==> config.mk <==
export PLATFORM = sky130hd
export DESIGN_NAME = fib_engine
export DESIGN_NICKNAME = d
export VERILOG_FILES = /design/src/rtl/fib_engine.sv
export SDC_FILE = /design/constraint.sdc
export NUM_CORES = 1
export LEC_CHECK = 0
export BUFFER_PORTS_ARGS = -buffer_cell sky130_fd_sc_hd__buf_2
export CORE_ASPECT_RATIO = 0.7
export CORE_MARGIN = 2
export CORE_UTILIZATION = 49
export CTS_CLUSTER_DIAMETER = 100
export CTS_CLUSTER_SIZE = 25
export DETAILED_ROUTE_END_ITERATION = 7
export GPL_TIMING_DRIVEN = 0
export PLACE_DENSITY = 0.72
export SYNTH_ARGS = -nofsm -noshare
export SYNTH_HDL_FRONTEND = slang
export SYNTH_SLANG_ARGS = --single-unit
==> constraint.sdc <==
create_clock -name clk -period 2.2 [get_ports clk]
set_input_delay 0.33 -clock clk [delete_from_list [all_inputs] [get_ports clk]]
set_output_delay 0.33 -clock clk [all_outputs]
set_load 0.02 [all_outputs]
==> src/rtl/fib_engine.sv <==
// -----------------------------------------------------------------------------
// fib_engine
//   Computes the Fibonacci term F(n), with F(0)=0 and F(1)=1, using one merged
//   control/datapath block. A run can present only the final term (mode=0),
//   or stream every term F(0)..F(n), one per cycle (mode=1). Term values wrap
//   modulo 2^DATA_W. The overflow flag reports when the true value of a term
//   does not fit in DATA_W bits.
//
// Parameters
//   DATA_W    width of the term registers and of fib_out
//   IDX_W     width of the requested index and of the term counter
//
// Ports
//   clk        system clock, rising edge
//   reset      asynchronous, active-high reset
//   start      request a computation; ignored while busy
//   n_in       requested index n, latched on an accepted start
//   mode       0 = present final term only, 1 = stream all terms
//   busy       high while a computation is running
//   done       one-cycle pulse when F(n) is presented
//   out_valid  one-cycle pulse for each presented term
//   fib_out    presented term value, modulo 2^DATA_W
//   index_out  index k of the presented term
//   overflow   true value of the presented term is >= 2^DATA_W
// -----------------------------------------------------------------------------
module fib_engine #(
  parameter int DATA_W = 16,
  parameter int IDX_W  = 5
) (
  input  logic              clk,
  input  logic              reset,
  input  logic              start,
  input  logic [IDX_W-1:0]  n_in,
  input  logic              mode,
  output logic              busy,
  output logic              done,
  output logic              out_valid,
  output logic [DATA_W-1:0] fib_out,
  output logic [IDX_W-1:0]  index_out,
  output logic              overflow
);

  typedef enum logic {
    IDLE = 1'b0,
    RUN  = 1'b1
  } state_t;

  state_t            state;
  logic [IDX_W-1:0]  n_r;
  logic              mode_r;
  logic [IDX_W-1:0]  k;
  logic [DATA_W-1:0] cur;
  logic [DATA_W-1:0] nxt;
  logic              ovf_cur;
  logic              ovf_nxt;

  // One extra bit captures the carry-out of the next-term addition.
  logic [DATA_W:0]   sum;
  logic              last_term;

  assign sum       = {1'b0, cur} + {1'b0, nxt};
  assign last_term = (k == n_r);

  // busy is a direct decode of the state register, so it is glitch-free
  // and exactly tracks the RUN cycles.
  assign busy = (state == RUN);

  // NOTE: sequential state uses non-blocking assignments only, so every
  // right-hand side below reads the value from before the clock edge.
  always_ff @(posedge clk or posedge reset) begin
    if (reset) begin
      state     <= IDLE;
      n_r       <= '0;
      mode_r    <= 1'b0;
      k         <= '0;
      cur       <= '0;
      nxt       <= '0;
      ovf_cur   <= 1'b0;
      ovf_nxt   <= 1'b0;
      done      <= 1'b0;
      out_valid <= 1'b0;
      fib_out   <= '0;
      index_out <= '0;
      overflow  <= 1'b0;
    end else begin
      // Pulses default low; they are raised only on presentation edges.
      done      <= 1'b0;
      out_valid <= 1'b0;

      unique case (state)
        IDLE: begin
          if (start) begin
            n_r     <= n_in;
            mode_r  <= mode;
            k       <= '0;
            cur     <= '0;
            nxt     <= DATA_W'(1);
            ovf_cur <= 1'b0;
            ovf_nxt <= 1'b0;
            state   <= RUN;
          end
        end

        RUN: begin
          // Every RUN edge presents term k; the presented value registers
          // hold between runs because they are written nowhere else.
          fib_out   <= cur;
          index_out <= k;
          overflow  <= ovf_cur;
          out_valid <= mode_r | last_term;
          done      <= last_term;

          if (last_term) begin
            state <= IDLE;
          end else begin
            cur     <= nxt;
            nxt     <= sum[DATA_W-1:0];
            k       <= k + IDX_W'(1);
            ovf_cur <= ovf_nxt;
            // Sticky: once any term has overflowed, every later term is
            // also out of range, even though the wrapped sums may not carry.
            ovf_nxt <= ovf_cur | ovf_nxt | sum[DATA_W];
          end
        end

        default: state <= IDLE;
      endcase
    end
  end

endmodule

Word level (Yosys, flattened, before mapping)
Cells that the tools add are included.
- word-level logic and storage cells: 43
- memory bits (writable): 0
- output and inout bits: 25
- memory bits (read-only): 0
- bits in registers: 70
- input bits: 9
- memories kept: 0
- bits in latches: 0
- shift-type cells: 0
- multiply operators: 0
- $lt $le $gt $ge: 0
- div/mod/pow operators: 0
- reductions and logical operators: 2
- equal/unequal tests: 3
- muxes and demuxes: 19
- add/sub/neg operators: 2
- bitwise operators: 4
- operators with widths (kind ; count):
    $mux W16 ; 4
    $pmux W16 S2 ; 2
    $add A16 B16 Y17 ; 1
    $mux W5 ; 2
    $pmux W5 S2 ; 1
    $mux W1 ; 7
    $pmux W1 S2 ; 3
    $add A5 B1 Y5 const B ; 1
    $eq A5 B5 Y1 ; 1
    $ne A2 B2 Y1 const B ; 2
    $reduce_and A2 Y1 ; 2
    $or A1 B1 Y1 ; 3
    $not A1 Y1 ; 1

Depth between registers and ports, before layout
- word-level depth: 4
- gate-level depth with buffers: 10
- mapped depth without buffers: 10

Least setup slack after synthesis
No wires, ideal clock.
- path kind: reg-to-reg
- from: register nxt[0]
- to: register nxt[14]
- stages on the path, launching flop included: 11
- path buffers: 0
- period minus slack after synthesis: 2.079 ns
- library setup time: 0.124 ns
- slack: 0.121 ns
- data arrival time: 1.956 ns
- data required time: 2.076 ns
- cell sequence: dfrtp_1 -> ha_1 -> inv_1 -> fa_1 -> nand2b_1 -> a21o_1 -> a21oi_1 -> a311o_1 -> a21bo_1 -> xnor2_1 -> o21ai_1
- cells in the longest elaborated chain, start to end: 3
- ends and longest elaborated chain (item ; line ; source):
    from (decl) ; 53 ; logic [DATA_W-1:0] nxt;
    from (signal assigned) ; 117 ; nxt <= sum[DATA_W-1:0];
    $add A16 B16 Y17 ; 61 ; assign sum = {1'b0, cur} + {1'b0, nxt};
    $mux W16 ; 113 ; if (last_term) begin
    $pmux W16 S2 ; 90 ; unique case (state)
Every way passes these cells. The select of a mux whose other input is x is not followed.
A chain may end at the register's enable or synchronous reset.

Worst setup path after layout
- from: register nxt[2]
- to: register nxt[15]
The elaborated chain is that of the path after synthesis.

==> metrics.md <==
| Metric | Value |
|---|---|
| Outcome | finished, violations left |
| Failing checks | setup timing |
| Chip Height | 74.4 um |
| Grt total ovfl | 0 |
| Synth top area share | 50.5% |
| Final period util | 101% |
| Cell repeated most along the worst path | nand3_1 |
| CTS tree | yes |
| Post-DRT Antenna Nets | 0 |
| CP cell instances | ha_4, nand3_1, o211ai_2, o2111ai_2, o21bai_2, a31oi_2, or4b_1, nand3_1 |
| Initial antenna violation count | 0 |
| Register Area | 0.00175 mm2 |
| CP delay by family, top | compound AO/OA/AOI/OAI gates |
| Period minus WS final | 2.22 ns |
| Via Count | ~2600 |
| Crit path capture type | flop |
| WP buf/inv | 0 |
| Total clock sinks | 70 |
| Final setup fails | 1 |
| Die area | 0.00778 mm2 |
| Share of cells above drive strength 1 | 30.3% |
| Worst-path clk slew | about 0.080 ns |
| ANT cells | 0 |
| First-pass GRT wire length | between 10 and 15 mm |
| Post-Syn Area per Cell | around 11 um2 |
| FP Rows | 25 |
| Fin util | ~61% |
| Number of global-route vias before repair | between 2000 and 3000 |
| Maxcap violations | 0 |
| Post-synth EDFFs | 0 |
| Layout area overhead | 19.6% |
| Final number of hold-violating endpoints | 0 |
| Post-Synthesis Cell Area | 0.00347 mm2 |
| Core Area | 0.00679 mm2 |
| Iter 0 DRT Violations | ~140 |
| Arrival time at the worst endpoint | 2.50 ns |
| Yosys warning count | 0 |
| Global Route Usage Sum | approximately a fifth |
| Synth area leaders | dfrtp_1 51%, mux2_2 9.1%, ha_1 6.1%, nand3_1 5.6%, nand2_1 4.5% |
| Initial core utilization | 51.1% |
| Crit-path slowest cell | or4b_1 |
| Max Freq | between 400 and 500 MHz |
| Fillers | 554 |
| Final worst slack | -0.0166 ns |
| Multi-input logic area | 0.00169 mm2 |
| Max-slew headroom | 44.1% |
| Longest Clk Path Bufs | 2 |
| Final nets | approximately 400 |
| Ys async rst share | 100% |
| I/O Buffers | 33 |
| Setup crit start kind | flop |
| IO Count | 34 |
| Routed WL | 7.62 mm |
| Max incr delay on CP | 0.50 ns |
| Drt via density | 5.52 |
| WS Path Type | flop to flop |
| CTS root buf | clkbuf_8 |
| Synth Flop Type | dfrtp_1 |
| Unrepaired setup endpoints after global routing | yes |
| Total nets after synthesis | between 300 and 400 |
| WHS | between 0.1 and 0.15 ns |
| Fin Setup TNS | -0.0166 ns |
| Die Wd | 105 um |
| Mapped Cells | 322 |
| Skew final | 0.0100 ns |
| Synthesis-stage register bit count | 70 |
| DR pass1 iterations | 4 |
| Slew @ Worst Pin | 0.838 ns |
| Sequential element share of the synthesized area | 50.5% |
| Skew-Pair Late Insertion Delay | about 0.35 ns |
| Detailed Place HPWL | 4.86 mm |
| Post-route DRC | 0 |
| HP Class | input port to async pin |
| Cell taking the most area after synthesis | dfrtp_1 |
| H-tree Lvls | 3 |
| Placer congestion estimate | 0.865 |
| CP Data Required Time | 2.49 ns |
| Max Slew Vio Count | 0 |
| CTS Buf Count | 9 |
| Cell variety after synth | 50 |
| CP max FO | 4 |
| Wire per inst | 16.1 um |
| Largest net degree at the start of global routing | 71 |
==> cell usage after synthesis (2+ instances only) <==
cell       n
o31ai_1    2
o21ai_0    4
nor2_1     5
a21oi_1   11
a31oi_1    2
clkbuf_1   5
nand3_1   39
nor3_1     2
a21o_1     3
and3_1     2
nand2_1   42
a22o_1     2
xor2_1     8
nor4_1     2
buf_4      2
inv_1      8
nand2b_1   5
mux2_2    28
ha_1      17
dfrtp_1   70
nor2b_1    2
buf_1      4
o21bai_1   2
o21a_1     2
and2_1     2
xnor2_1   10
buf_2      4
o21ai_1   15
==> cells by family after synthesis <==
logic type | count (synthesis) | synth area share, %
xor gates and xnor gates | 18 | 4.55
adders and majority gates | 18 | 6.71
buffers and inverters | 24 | 3.18
AOI/OAI and AO/OA | 55 | 10.5
and+or+nand+nor | 109 | 15.4
DFF | 70 | 50.5
muxes | 28 | 9.09
==> repair_timing <==
action                     in CTS  in global routing
gates resized for setup        10                  5
pin swaps                       6                 13
hold buffers                    0                  0
setup buffers                   4                  6
setup endpoints to repair       5                 25
==> per-layer routing <==
metal / vias to the layer above / GRT usage [%] / share of wire (%) / routed length (um)
met5: - / 0 / 0 / 0
met4: 0 / 8.11 / 0.58 / 44
met3: 6 / 5.26 / 6.3 / 481
met2: 68 / 34.1 / 46 / 3510
met1: 1302 / 27.2 / 47 / 3590
li1: 1242 / - / - / -
==> final timing paths <==
check	start	to	slack, ns	depth (start not counted)
worst max-delay path	nxt[2]	nxt[15]	-0.02	8
worst max register to register	nxt[2]	nxt[15]	-0.02	8
min in group clk	n_in[4]	n_r[4]	0.20	2
max in group asynchronous	reset	nxt[9]	1.51	2
worst min register to register	mode_r	out_valid	0.49	1
worst min-delay path	reset	fib_out[3]	0.14	2
==> cell usage in the layout, fill, tap and decap left out, types with 6 or more instances in the layout <==
cell      count
inv_1         6
nand3_1      39
xnor2_1      10
a21oi_1       8
nand2_1      42
mux2_2       28
buf_4        12
clkbuf_8      9
xor2_1        8
ha_1         12
buf_2        37
o21ai_1      15
dfrtp_1      70
==> final cells by class <==
| cell class | instances | area share [%] |
|---|---|---|
| plain buffers | 16 | 1.96 |
| clock buffers | 9 | 2.99 |
| clock inverters | 6 | 2.69 |
| inverters | 8 | 0.785 |
| multi-input cells | 228 | 40.7 |
| flip-flops and latches | 70 | 42.3 |
| well taps | 94 | 2.84 |
| repair buffers | 43 | 5.80 |
==> flip-flops by register name, summed over array words and instances (netlist names), 5 cells and up <==
register	flops
cur	16
fib_out	16
index_out	5
k	5
n_r	5
nxt	16
==> stage by stage <==
step / cell area [um2] / setup slack [ns] / cells
5_1_grt: 4150 / -0.117 / 474
4_1_cts: 4080 / 0.00377 / 468
6_report: 4150 / -0.0166 / 474
3_5_place_dp: 3750 / -0.155 / 449
3_3_place_gp: 3750 / -0.707 / 449
2_1_floorplan: 3470 / 0.102 / 322
Power is left out: the tool's default activity adds up to more than one toggle a clock period on the data nets, which glitch-free logic cannot reach.
